[src/rtl/up_sample_sched_ctrl.sv]
// Schedule controller for a 2x nearest-neighbour up-sampler: loads an IN_H x IN_W
// frame, sweeps the 2*IN_H x 2*IN_W compute raster, then drains it to the consumer.
module up_sample_sched_ctrl #(
  parameter int IN_W = 64,
  parameter int IN_H = 64
) (
  input  logic             clk,
  input  logic             rst,
  input  logic             flush,
  input  logic             start,
  input  logic             in_valid,
  output logic             in_ready,
  output logic             in_wen,
  output logic [2:0][15:0] in_ctrl_vars,
  output logic             nn_ren,
  output logic             nn_wen,
  output logic [2:0][15:0] nn_ctrl_vars,
  output logic             out_ren,
  output logic [2:0][15:0] out_ctrl_vars,
  output logic             out_valid,
  input  logic             out_ready,
  output logic             busy,
  output logic             done
);

  localparam logic [15:0] IN_COL_LAST  = 16'(IN_W - 1);
  localparam logic [15:0] IN_ROW_LAST  = 16'(IN_H - 1);
  localparam logic [15:0] OUT_COL_LAST = 16'(2 * IN_W - 1);
  localparam logic [15:0] OUT_ROW_LAST = 16'(2 * IN_H - 1);

  typedef enum logic [2:0] {
    S_IDLE,
    S_LOAD,
    S_COMPUTE,
    S_DRAIN,
    S_DONE
  } state_t;

  state_t      state_q, state_d;
  logic [15:0] row_q, row_d;
  logic [15:0] col_q, col_d;

  logic        adv;
  logic [15:0] col_last;
  logic [15:0] row_last;

  always_ff @(posedge clk or posedge rst) begin
    if (rst) begin
      state_q <= S_IDLE;
      row_q   <= '0;
      col_q   <= '0;
    end else begin
      state_q <= state_d;
      row_q   <= row_d;
      col_q   <= col_d;
    end
  end

  // One row/col counter pair is reused by every phase; only the wrap limits differ.
  always_comb begin
    state_d   = state_q;
    row_d     = row_q;
    col_d     = col_q;
    in_ready  = 1'b0;
    in_wen    = 1'b0;
    nn_ren    = 1'b0;
    nn_wen    = 1'b0;
    out_ren   = 1'b0;
    out_valid = 1'b0;
    done      = 1'b0;
    adv       = 1'b0;
    col_last  = OUT_COL_LAST;
    row_last  = OUT_ROW_LAST;

    case (state_q)
      S_IDLE: begin
        if (start) begin
          state_d = S_LOAD;
          row_d   = '0;
          col_d   = '0;
        end
      end
      S_LOAD: begin
        in_ready = 1'b1;
        in_wen   = in_valid;
        adv      = in_valid;
        col_last = IN_COL_LAST;
        row_last = IN_ROW_LAST;
      end
      S_COMPUTE: begin
        nn_ren = 1'b1;
        nn_wen = 1'b1;
        adv    = 1'b1;
      end
      S_DRAIN: begin
        out_valid = 1'b1;
        out_ren   = 1'b1;
        adv       = out_ready;
      end
      S_DONE: begin
        done    = 1'b1;
        state_d = S_IDLE;
      end
      default: state_d = S_IDLE;
    endcase

    if (adv) begin
      if (col_q == col_last) begin
        col_d = '0;
        if (row_q == row_last) begin
          row_d = '0;
          case (state_q)
            S_LOAD:    state_d = S_COMPUTE;
            S_COMPUTE: state_d = S_DRAIN;
            default:   state_d = S_DONE;
          endcase
        end else begin
          row_d = row_q + 16'd1;
        end
      end else begin
        col_d = col_q + 16'd1;
      end
    end

    // Abort wins over every transition, including a completing handshake.
    if (flush) begin
      state_d = S_IDLE;
      row_d   = '0;
      col_d   = '0;
    end
  end

  assign busy = (state_q != S_IDLE);

  assign in_ctrl_vars  = (state_q == S_LOAD)    ? {col_q, row_q, 16'd0} : '0;
  assign nn_ctrl_vars  = (state_q == S_COMPUTE) ? {col_q, row_q, 16'd0} : '0;
  assign out_ctrl_vars = (state_q == S_DRAIN)   ? {col_q, row_q, 16'd0} : '0;

endmodule

[config.mk]
export PLATFORM = sky130hd
export DESIGN_NAME = up_sample_sched_ctrl
export DESIGN_NICKNAME = d
export VERILOG_FILES = /design/src/rtl/up_sample_sched_ctrl.sv
export SDC_FILE = /design/constraint.sdc
export NUM_CORES = 1
export LEC_CHECK = 0
export BUFFER_PORTS_ARGS = -buffer_cell sky130_fd_sc_hd__buf_4
export CORE_MARGIN = 5
export CORE_UTILIZATION = 44
export CTS_BUF_LIST = sky130_fd_sc_hd__clkbuf_4 sky130_fd_sc_hd__clkbuf_8 sky130_fd_sc_hd__clkbuf_16
export CTS_CLUSTER_SIZE = 28
export DETAILED_ROUTE_END_ITERATION = 6
export PLACE_DENSITY_LB_ADDON = 0.1
export SLEW_MARGIN = 10
export SYNTH_ARGS = -nofsm -noshare
export SYNTH_HDL_FRONTEND = slang
export SYNTH_SLANG_ARGS = --single-unit
[constraint.sdc]
create_clock -name clk -period 3.4 [get_ports clk]
set_clock_uncertainty 0.05 [all_clocks]
set_input_delay 0.34 -clock clk [delete_from_list [all_inputs] [get_ports clk]]
set_output_delay 0.34 -clock clk [all_outputs]
set_load 0.05 [all_outputs]
==> out/qor.json <==
{
  "slew_violations": 0,
  "yosysWarningCount": 0,
  "design.portCount": 158,
  "die_w_um": 95.2,
  "drive_gt1_share_pct": 25.9,
  "area.growth.synth_to_final_pct": 25.0,
  "clock_latency_ns": 0.29,
  "finalNonFillerCells": 613,
  "route.antenna.remaining_nets": 0,
  "whs_ns": 0.106,
  "cellLeakagePower_nw": 1.97,
  "grt_start_max_net_pins": 36,
  "critical_path.max_fanout": 13,
  "synth_enable_flop_cells": 0,
  "rows": 31,
  "yosysUniqueCellTypes": 47,
  "clock_tree.root_cell": "sky130_fd_sc_hd__clkbuf_8",
  "cts_hold_buffers": 0,
  "num_antenna_cells": 0,
  "cts_buffers": 5,
  "netlist_top_cells_count": "sky130_fd_sc_hd__and2_1, sky130_fd_sc_hd__buf_4, sky130_fd_sc_hd__dfrtp_1, sky130_fd_sc_hd__nand2_1, sky130_fd_sc_hd__clkbuf_1",
  "gr-usage-all-layers_pct": 19.8,
  "grtUsageMet3_pct": 4.42,
  "cts_resized": 0,
  "drc": 0,
  "ys_top_cells_by_area": "sky130_fd_sc_hd__dfrtp_1, sky130_fd_sc_hd__and2_1, sky130_fd_sc_hd__buf_4",
  "post_synth.cell_area_avg_um2": 7.55,
  "gr-usage-met2_pct": 32.6,
  "synth_area_leader_cell": "sky130_fd_sc_hd__dfrtp_1",
  "io_buffer_count": 109,
  "tritoncts_clock_tree": "built",
  "critical_path_cell_count": 7,
  "startpoint_type": "flip-flop",
  "post-dp-hpwl_mm": 6.74,
  "fin_crit_sh_pct": 79.3,
  "fin_tns_setup_ns": 0,
  "buffers_inverters_on_critical_path": 0,
  "max_slew.worst_pin.slew_ns": 0.862,
  "cap_violations": 0,
  "required_ns": 3.57,
  "total_routed_wirelength_mm": 8.99,
  "hold_class": "input pin to async pin",
  "synth_cells": 423,
  "die_area_um2": 9060,
  "total_placed_cells_including_tap_cells": 605,
  "arrival_ns": 2.87,
  "mappedNetlistArea_um2": 3190,
  "post-layout-total-power_uw": 960,
  "placeableCoreArea_um2": 7180,
  "max_freq_mhz": 371,
  "ys_seq_area_share_pct": 27.4,
  "gpl.final_weighted_congestion": 0.791,
  "netlist.area_leader.share_pct": 27.4,
  "setup-violations-final": 0,
  "h-tree-depth": 2,
  "route.detailed.vias_per_inst": 5.04,
  "cts.clk_slew.worst_paths_ns": 0.08,
  "grt_antenna_before_repair": 0,
  "num_vias": 3089,
  "via_count_of_the_first_global_routing_pass": 2837,
  "cellPowerDensity_nw_per_um2": 240,
  "report.final.hold_viol_count": 0,
  "yosys_register_bits": 35,
  "finalWorstPathRequiredPeriod_ns": 2.70,
  "wl_per_cell_um": 14.7,
  "groute.layer.met1.usage_pct": 26.2,
  "critPathSlowestCell": "sky130_fd_sc_hd__dfrtp_1",
  "setup.worst_path.class": "flip-flop to flip-flop",
  "drt_first_pass_iters": 4,
  "grt_pass1_wl_mm": 14.3,
  "floorplan.initialDensity_pct": 44.5,
  "max-clock-path-buffers": 2,
  "dominantRegCellSynth": "sky130_fd_sc_hd__dfrtp_1",
  "vdd.ir_drop.worst_v": 0.000174,
  "grt_setup_unrepaired": "no",
  "fillers": 705,
  "slew_headroom_pct": 42.4,
  "maximum_cell_stage_delay_along_the_critical_path_ns": 0.52,
  "critical_path_cell_by_cell": "nor3b_2 > ha_1 > nand4b_1 > nor4_4 > and4_1 > or3b_1 > nand3_1",
  "status": "finished, final reports clean",
  "async_flop_share_pct": 100,
  "endpoint_kind": "flip-flop",
  "overflow": 0,
  "cts_num_sinks": 35,
  "number_of_buffers_inserted_by_post_cts_setup_repair": 0,
  "die_y_um": 95.2,
  "critical_path.top_delay_family": "simple AND/OR/NAND/NOR gates",
  "synth.most_common_cell": "sky130_fd_sc_hd__and2_1",
  "r2r.worst_path.cells": 7,
  "dr.first_iter.drc_count": 149,
  "nets": 523,
  "globalRoute.busiestLayer": "met2"
}
==> path summary, 6_finish.rpt <==
| path | end | startpoint | slack, ns |
|---|---|---|---|
| worst max-delay path | row_q[15] | state_q[1] | 0.70 |
| worst min-delay path | row_q[10] | rst | 0.11 |
| worst max register to register | row_q[15] | state_q[1] | 0.70 |
| worst min register to register | col_q[10] | col_q[10] | 0.55 |
| max in group asynchronous | col_q[10] | rst | 2.85 |
| min in group clk | row_q[3] | flush | 0.24 |
==> layout make-up <==
type	count	area [um2]	share of cell area, %
tap	99	124	3.10
multi-input combinational	344	1970	49.3
inverter	9	33.8	0.846
timing repair buffer	118	886	22.2
clock buffer	8	104	2.60
sequential	35	876	21.9
==> cells in the final DEF, fill, tap and decap left out, drive strengths merged, types with 4 or more instances in the layout <==
master  synthesis  routed
nand2          36      36
nand3          28      28
or3             9       9
a31oi          10      10
nor2            8       8
o21ai          18      18
and3            5       5
and2           95      95
a21oi          12      12
nor3           10      10
xor2            5       5
nor4            7       7
and4            5       5
ha              4       4
nand4          10      10
clkbuf         29       8
dfrtp          35      35
buf            53     118
inv             9       9
or4             5       5
conb            1      48
==> metal layers <==
layer | vias to the layer above | wire length (um)
li1 | 1522 | -
met1 | 1446 | 3820
met2 | 116 | 4400
met3 | 5 | 703
met4 | 0 | 59
met5 | - | 0
==> worst min-delay path: cells and delay by family <==
| family | cells | cell delay [ns] |
|---|---|---|
| buf+inv | 3 | 0.55 |
==> logic make-up (layout without fill, tap and decap cells) <==
family / count (synthesis) / in the layout / share of synthesized area, %
AO/OA/AOI/OAI: 52 / 52 / 9.68
multiplexers: 1 / 1 / 0.313
other: 1 / 48 / 0.117
AND/OR/NAND/NOR: 234 / 234 / 42.9
buffers and inverters: 91 / 135 / 16.7
flip-flops: 35 / 35 / 27.4
XOR/XNOR: 5 / 5 / 1.37
adder cells (fa/ha/maj): 4 / 4 / 1.57
==> stage by stage <==
stage	util, %	setup WS, ns	instance area (um2)
after global placement	54.2	0.812	3890
after global routing	55.6	0.510	3990
after floorplan	-	0.277	3370
after CTS	55.6	0.704	3990
after detailed placement	54.2	0.743	3890
final	55.6	0.702	3990
==> sequential cells by signal (all words and copies together) (netlist names) <==
signal and count:
row_q 16, state_q 3, col_q 16
==> where the power goes <==
group | switching [mW] | total [mW] | leakage (nW) | internal (mW)
logic | 0.169 | 0.192 | 1.42 | 0.0230
clock network | 0.154 | 0.347 | 0.0549 | 0.193
registers | 0.00306 | 0.421 | 0.487 | 0.418
total | 0.326 | 0.960 | 1.97 | 0.634
(Power assumes the default switching activity.)
